**src/rtl/dmem_arbiter.sv**
```systemverilog
// dmem_arbiter
//   Shares one single-port data memory between the CPU MEM stage and a
//   debug/loader port. The CPU has priority each cycle, but a debug request
//   that has been denied MAX_WAIT cycles in a row is forced through. A debug
//   access with dbg_lock_i=1 keeps the memory for the debug port (burst mode)
//   until a cycle with dbg_lock_i=0. Read data returns one cycle after the
//   granted access, tagged to the port that issued it. Addresses with any bit
//   set above the memory range are granted but never reach the memory, and
//   they set a sticky error flag.
//
// Ports
//   clk, rst                      clock (rising edge), async active-high reset
//   cpu_req_i/we_i/addr_i/wdata_i CPU access request
//   cpu_stall_o                   CPU request denied this cycle
//   cpu_rvalid_o/rdata_o          CPU read return
//   dbg_req_i/we_i/addr_i/wdata_i debug access request (held until granted)
//   dbg_lock_i                    keep debug ownership after this access
//   dbg_gnt_o                     debug access performed this cycle
//   dbg_rvalid_o/rdata_o          debug read return
//   mem_en_o/we_o/addr_o/wdata_o  memory command
//   mem_rdata_i                   memory read data (one cycle latency)
//   oor_err_o                     sticky out-of-range access flag
module dmem_arbiter #(
  parameter int AW       = 12,
  parameter int DW       = 32,
  parameter int MAX_WAIT = 4
) (
  input  logic          clk,
  input  logic          rst,
  input  logic          cpu_req_i,
  input  logic          cpu_we_i,
  input  logic [DW-1:0] cpu_addr_i,
  input  logic [DW-1:0] cpu_wdata_i,
  output logic          cpu_stall_o,
  output logic          cpu_rvalid_o,
  output logic [DW-1:0] cpu_rdata_o,
  input  logic          dbg_req_i,
  input  logic          dbg_we_i,
  input  logic [DW-1:0] dbg_addr_i,
  input  logic [DW-1:0] dbg_wdata_i,
  input  logic          dbg_lock_i,
  output logic          dbg_gnt_o,
  output logic          dbg_rvalid_o,
  output logic [DW-1:0] dbg_rdata_o,
  output logic          mem_en_o,
  output logic          mem_we_o,
  output logic [AW-1:0] mem_addr_o,
  output logic [DW-1:0] mem_wdata_o,
  input  logic [DW-1:0] mem_rdata_i,
  output logic          oor_err_o
);

  typedef enum logic [0:0] {ST_ARB = 1'b0, ST_DLOCK = 1'b1} state_e;

  localparam logic [3:0] MAX_WAIT_C = 4'(MAX_WAIT);

  state_e      state_q, state_d;
  logic [3:0]  wait_cnt_q, wait_cnt_d;
  logic        rd_pend_q, rd_pend_d;   // a read was issued last cycle
  logic        rd_dbg_q, rd_dbg_d;     // ... by the debug port
  logic        rd_oor_q, rd_oor_d;     // ... to an out-of-range address
  logic        oor_err_q, oor_err_d;

  logic          cpu_gnt, dbg_gnt;
  logic          any_gnt;
  logic          sel_we;
  logic [DW-1:0] sel_addr, sel_wdata;
  logic          sel_oor;

  // State register
  always_ff @(posedge clk or posedge rst) begin
    if (rst) begin
      state_q    <= ST_ARB;
      wait_cnt_q <= '0;
      rd_pend_q  <= 1'b0;
      rd_dbg_q   <= 1'b0;
      rd_oor_q   <= 1'b0;
      oor_err_q  <= 1'b0;
    end else begin
      state_q    <= state_d;
      wait_cnt_q <= wait_cnt_d;
      rd_pend_q  <= rd_pend_d;
      rd_dbg_q   <= rd_dbg_d;
      rd_oor_q   <= rd_oor_d;
      oor_err_q  <= oor_err_d;
    end
  end

  // Next-state logic
  always_comb begin
    state_d = state_q;
    case (state_q)
      ST_ARB:   if (dbg_gnt && dbg_lock_i) state_d = ST_DLOCK;
      // In DLOCK the debug port is granted whenever it requests, so dropping
      // the lock exits both after a final access and on an idle cycle.
      ST_DLOCK: if (!dbg_lock_i) state_d = ST_ARB;
      default:  state_d = ST_ARB;
    endcase

    wait_cnt_d = wait_cnt_q;
    if (!dbg_req_i || dbg_gnt) begin
      wait_cnt_d = '0;
    end else if (wait_cnt_q < MAX_WAIT_C) begin
      wait_cnt_d = wait_cnt_q + 4'd1;
    end

    rd_pend_d = any_gnt && !sel_we;
    rd_dbg_d  = dbg_gnt;
    rd_oor_d  = sel_oor;
    oor_err_d = oor_err_q || (any_gnt && sel_oor);
  end

  // Outputs: grants, memory command mux, read return
  always_comb begin
    cpu_gnt = 1'b0;
    dbg_gnt = 1'b0;
    case (state_q)
      ST_ARB: begin
        if (dbg_req_i && (!cpu_req_i || wait_cnt_q == MAX_WAIT_C)) begin
          dbg_gnt = 1'b1;
        end else if (cpu_req_i) begin
          cpu_gnt = 1'b1;
        end
      end
      ST_DLOCK: dbg_gnt = dbg_req_i;
      default: ;
    endcase
    any_gnt = cpu_gnt || dbg_gnt;

    sel_we    = 1'b0;
    sel_addr  = '0;
    sel_wdata = '0;
    if (dbg_gnt) begin
      sel_we    = dbg_we_i;
      sel_addr  = dbg_addr_i;
      sel_wdata = dbg_wdata_i;
    end else if (cpu_gnt) begin
      sel_we    = cpu_we_i;
      sel_addr  = cpu_addr_i;
      sel_wdata = cpu_wdata_i;
    end
    sel_oor = any_gnt && (sel_addr[DW-1:AW] != '0);

    // Out-of-range accesses are granted to the requester but never reach the memory.
    mem_en_o    = any_gnt && !sel_oor;
    mem_we_o    = any_gnt && sel_we && !sel_oor;
    mem_addr_o  = sel_addr[AW-1:0];
    mem_wdata_o = sel_wdata;

    cpu_stall_o = cpu_req_i && !cpu_gnt;
    dbg_gnt_o   = dbg_gnt;

    cpu_rvalid_o = rd_pend_q && !rd_dbg_q;
    dbg_rvalid_o = rd_pend_q && rd_dbg_q;
    cpu_rdata_o  = (cpu_rvalid_o && !rd_oor_q) ? mem_rdata_i : '0;
    dbg_rdata_o  = (dbg_rvalid_o && !rd_oor_q) ? mem_rdata_i : '0;
    oor_err_o    = oor_err_q;
  end

endmodule

```
**config.mk**
```make
export PLATFORM = sky130hd
export DESIGN_NAME = dmem_arbiter
export DESIGN_NICKNAME = d
export VERILOG_FILES = /design/src/rtl/dmem_arbiter.sv
export SDC_FILE = /design/constraint.sdc
export NUM_CORES = 1
export LEC_CHECK = 0
export ABC_AREA = 1
export CORE_AREA = 4 4 106 108
export DETAILED_ROUTE_END_ITERATION = 7
export DIE_AREA = 0 0 110 112
export SLEW_MARGIN = 20
export SYNTH_ARGS = -nofsm -noshare
export SYNTH_HDL_FRONTEND = slang
export SYNTH_SLANG_ARGS = --single-unit
```
**constraint.sdc**
```tcl
create_clock -name clk -period 2.5 [get_ports clk]
set_clock_uncertainty 0.05 [all_clocks]
set_input_delay 0.75 -clock clk [delete_from_list [all_inputs] [get_ports clk]]
set_output_delay 0.75 -clock clk [all_outputs]
set_load 0.03 [all_outputs]
```
# [Yosys cells after proc, flatten, opt, wreduce, memory -nomap -nowiden]
# Index checks and enable logic that the tools add are counted.
[totals] register_bits=9 word_cells=54 output_inout_bits=115 in_bits=167
[classes] muxes=18 n_lt_le_gt_ge=1 reduce_logical=26 eq_ne=1 bitwise_logic=1 addsub=1
[op_table] op="32-bit 2-to-1 mux" n=6
[op_table] op="20-bit nonzero test" n=1
[op_table] op="1-bit logical AND" n=13
[op_table] op="1-bit 2-to-1 mux" n=8
[op_table] op="4-bit 2-to-1 mux" n=2
[op_table] op="1-bit zero test" n=7
[op_table] op="4-bit by 1-bit adder with 4-bit output, second input constant" n=1
[op_table] op="4-bit by 3-bit equality test with 1-bit output, second input constant" n=1
[op_table] op="1-bit logical OR" n=4
[op_table] op="4-bit by 3-bit less-than comparator with 1-bit output, second input constant" n=1
[op_table] op="1-bit case mux with 2 select lines" n=2
[op_table] op="2-bit nonzero test" n=1
[op_table] op="1-bit inverter" n=1

# [Logic depth before layout (Yosys ltp)]
[depth] depth_word=11 ltp_mapped=9 mapped_depth_nobuf=9

# [Least setup slack after synthesis]
# Ideal clock, no wire load.
[synth_path] kind="reg-to-output" from="register rd_dbg_q" to="output cpu_rdata_o[10]" path_buffers=1 t_arrival_ns=1.675 path_stages_with_launch=5 required_time_ns=1.700 slack_ns=0.025 cell_sequence="dfrtp_1 > nor2_1 > nand2_1 > clkbuf_1 > nor2_1"
[synth_between] elab_chain_cells=4
[synth_lines] item="start, declared" line_no="60" text="logic rd_dbg_q, rd_dbg_d;"
[synth_lines] item="start signal, assigned" line_no="83" text="rd_dbg_q <= rd_dbg_d;"
[synth_lines] item="1-bit zero test" line_no="153" text="cpu_rvalid_o = rd_pend_q && !rd_dbg_q;"
[synth_lines] item="1-bit logical AND" line_no="153"
[synth_lines] item="net cpu_rvalid_o" line_no="35" text="output logic cpu_rvalid_o,"
[synth_lines] item="1-bit logical AND" line_no="155" text="cpu_rdata_o = (cpu_rvalid_o && !rd_oor_q) ? mem_rdata_i : '0;"
[synth_lines] item="32-bit 2-to-1 mux" line_no="155"
[synth_lines] item="end, declared" line_no="36" text="output logic [DW-1:0] cpu_rdata_o,"
# The timed path passes the listed nets, and every way through them passes these cells.

# [Worst setup path after layout]
[layout_path] from="register wait_cnt_q[1]" to="output mem_addr_o[1]"
[layout_between] elab_chain_cells=7
[layout_lines] item="start, declared" line_no="58" text="logic [3:0] wait_cnt_q, wait_cnt_d;"
[layout_lines] item="start signal, assigned" line_no="81" text="wait_cnt_q <= wait_cnt_d;"
[layout_lines] item="4-bit by 3-bit equality test with 1-bit output (*)" line_no="119" text="if (dbg_req_i && (!cpu_req_i || wait_cnt_q == MAX_WAIT_C)) begin"
[layout_lines] item="1-bit logical OR (*)" line_no="119"
[layout_lines] item="1-bit logical AND (*)" line_no="119"
[layout_lines] item="1-bit 2-to-1 mux" line_no="119"
[layout_lines] item="1-bit 2-to-1 mux" line_no="117" text="case (state_q)"
[layout_lines] item="32-bit 2-to-1 mux" line_no="137" text="end else if (cpu_gnt) begin"
[layout_lines] item="32-bit 2-to-1 mux (*)" line_no="133" text="if (dbg_gnt) begin"
[layout_lines] item="end, declared" line_no="47" text="output logic [AW-1:0] mem_addr_o,"
# Every way passes the cells marked *; elsewhere a longest branch is shown, timed or not.

==> results by group <==
Yosys
  – Top post-synthesis cells by count: nand2_1, nor2_1, inv_1
  – Post-synthesis async set-or-reset flop share: 100%
  – Sequential-to-total area share from yosys stat: around 14%
  – Largest cells by area after synthesis: nand2_1, nor2_1, dfrtp_1
  – Count of cell types in the netlist: 19
  – Post-synth EDFFs: 0
  – Synth Warn #: 0
  – Mapped cell area: between 1500 and 2000 um2
  – Synth Flop Type: dfrtp_1
  – Syn_nets: a little over 500
  – Synth Register Bits: 9
  – Gate Count Post-Synth: 335
  – Top cell type's share of synthesized area: 33.6%
  – Post-synthesis area per instance: 4.74 um2
  – Top cell type by total area after synthesis: nand2_1
  – Top-count cell post-synth: nand2_1

Min path
  – Hold Crit Class: reg2reg
  – Worst hold path depth: 1
  – Worst Hold Endpoint: oor_err_o
  – Source of the worst hold timing path: oor_err_o

Timing
  – Final count of negative-setup-slack endpoints: 32
  – Final min period: ~2.5 ns
  – Least-Margin Pin Slew: roughly 0.38 ns
  – Count of final hold-check violations: 0
  – Fmax: 0.394 GHz
  – Post-route clock period utilization: 101%
  – Slew Limit Fails: 0
  – RSZ-0062 raised after global routing: yes
  – Max-Slew Margin vs Limit: 74.6%
  – Setup WS post-layout: -0.0351 ns

Clock tree
  – Clock tree from TritonCTS: done
  – Clock transition at path regs: 0.04 ns
  – Sink Count: 9
  – Total CTS buffers: 3
  – Clk_lat worst skew: between 0.2 and 0.25 ns
  – Hold_buf cts: 0
  – CTS root buf: clkbuf_8
  – # H-tree levels: 1
  – Max clock buf depth: 2

Pwr
  – Peak VDD IR: 132 uV
  – Combinational fraction of design power: 78.0%
  – Internal Power: around 860 uW
  – PD cells: between 200 and 300 nW/um2
  – Leak: between 0.002 and 0.003 uW
  – Sw frac: 42.3%
  – Net switching power: between 600 and 700 uW
  – Reg power frac: a little over a tenth
  – Power share of the clock group: around 11%

Critical path
  – R2R Setup Slk: slightly below 1 ns
  – CP Max Fanout: 5
  – Max incr delay on CP: 0.36 ns
  – Critical-path cell list: inv_2 > ha_4 > nand3_4 > nand2_4 > a21oi_4 > buf_6 > buf_12 > clkbuf_16 > nand2_2 > nand2_2 > buf_6
  – Worst Reg-to-Reg Cells: 10
  – CP Data Arrival Time: between 1.5 and 2 ns
  – WP data required: roughly 1.7 ns
  – CP Launch Type: register
  – Critical path class: reg2out
  – CP Capture Type: primary output
  – R2R Path End: rd_oor_q
  – Worst R2R Start: wait_cnt_q[1]
  – CP max-delay cell: dfrtp_1

Layout
  – Share of cells above drive strength 1: about two fifths
  – Fin cells: approximately 800
  – Area delta synth->final: 223%
  – Fin area: 5120 um2
  – # fillers: between 1000 and 1500
  – Diode count: 0
  – Final Net Count: around 810

Route
  – Vias per cell: 3.99
  – Routed Antenna Nets: 0
  – Drt initial violations: 120
  – Vias: 3100
  – Avg WL per Cell: 13.6 um
  – DRT Pass-1 Iters: 4
  – WL final: around 11000 um
  – Post-route DRC: 0

Global routing
  – Vias in the first global route: 3100
  – Initial antenna violation count: 1
  – First-pass GRT wire length: about 15000 um
  – Pin count of the biggest net entering global routing: 33
  – Overflow after GRT: 0
  – GRT Util Overall: 14.9%

Floorplan
  – Die Ht: around 110 um
  – I/O Pins: 282
  – Die W: between 100 and 150 um
  – Placement row count: 37
  – Core area: roughly 10000 um2
  – Die footprint: roughly 12000 um2
  – Initial cell density of the core: 15.5%

Place
  – Placed cell areas: 4430 um2
  – Inst Count DP: 753
  – PortBufs: about 280
  – Placer's final routability congestion estimate: between 0.7 and 0.8
  – Post-DP HPWL: 8600 um
  – Place WS: -0.471 ns

Run
  – MaxCap Viol Count: 0

Run status
  – Failing checks: setup timing
  – Status: finished with violations
## worst max path at each step
stage	slack [ns]	start	endpoint	cells after the start
2_1_floorplan	0.03	rd_dbg_q	cpu_rdata_o[10]	4
3_3_place_gp	-0.42	cpu_req_i	mem_wdata_o[28]	7
3_5_place_dp	-0.47	cpu_req_i	mem_wdata_o[24]	7
4_1_cts	-0.04	cpu_addr_i[13]	mem_en_o	9
5_1_grt	-0.14	wait_cnt_q[0]	mem_addr_o[1]	11
6_report	-0.04	wait_cnt_q[1]	mem_addr_o[1]	11
## per-layer routing
layer  share of wire [%]  global-route usage [%]  vias to the layer above
li1                    -                       -                     1574
met1                  29                    12.6                     1332
met2                  56                    30.8                      178
met3                  13                    5.28                       14
met4                 1.7                    4.49                        2
met5                0.11                       0                        -
## final cells by class
type                            instances  area [um2]  area share [%]
Timing Repair Buffer                  316        3120            60.9
Multi-Input combinational cell        268        1390            27.2
Sequential cell                         9         225            4.40
Inverter                               44         170            3.32
Tap cell                              136         170            3.32
Clock buffer                            4        45.0           0.879
## power by group through the flow
| stage | combinational (uW) | clock (uW) | sequential [uW] |
|---|---|---|---|
| after floorplan | 438 | 0 | 160 |
| after global placement | 977 | 0 | 161 |
| after detailed placement | 982 | 0 | 161 |
| after CTS | 1080 | 172 | 159 |
| after global routing | 1230 | 182 | 160 |
| final | 1160 | 167 | 160 |
## cell families after synthesis
| logic type | synth area share [%] |
|---|---|
| AOI/OAI and AO/OA | 2.13 |
| xor gates and xnor gates | 0.552 |
| DFF | 14.2 |
| buffers and inverters | 16.8 |
| adders and majority gates | 1.58 |
| and+or+nand+nor | 64.8 |
## per-stage QoR
| stage | util, % | TNS (ns) | total power (uW) | hold slack (ns) |
|---|---|---|---|---|
| 2_1_floorplan | - | 0 | 598 | 0.452 |
| 6_report | 50.1 | -0.569 | 1480 | 0.421 |
| 3_5_place_dp | 43.3 | -21.06 | 1140 | 0.419 |
| 3_3_place_gp | 43.3 | -18.93 | 1140 | 0.415 |
| 5_1_grt | 50.1 | -5.36 | 1570 | 0.442 |
| 4_1_cts | 46.8 | -0.0980 | 1410 | 0.431 |
## flip-flops by register name, indices dropped and copies added, names as in the netlist
signal,flops
rd_dbg_q,1
wait_cnt_q,4
rd_oor_q,1
rd_pend_q,1
state_q,1
oor_err_o,1
## what timing repair did
action,in CTS,in global routing
gates cloned,3,2
buffers inserted,12,3
setup endpoints to repair,48,48
pin swaps,50,24
gates resized for setup,195,77
## cells in the final DEF (no fill, tap or decap), types with 14 or more instances in the layout
cell             synthesis  final
clkdlybuf4s50_1          0    126
nor2_1                 100     93
buf_4                    4     85
nand2_1                142     82
nand2_2                 11     55
buf_6                    3     48
inv_1                   42     40
buf_2                    0     22
nand2_4                  0     16
clkdlybuf4s15_1          0     14
## worst max-delay path: cells and delay by family, from the launching register on
kind	cells	cell delay, ns
adder cells (fa/ha/maj)	1	0.16
flip-flops	1	0.36
AO/OA/AOI/OAI	1	0.14
buffers and inverters	5	0.56
AND/OR/NAND/NOR	4	0.27
Note: power is estimated with default switching activity, not from simulation.
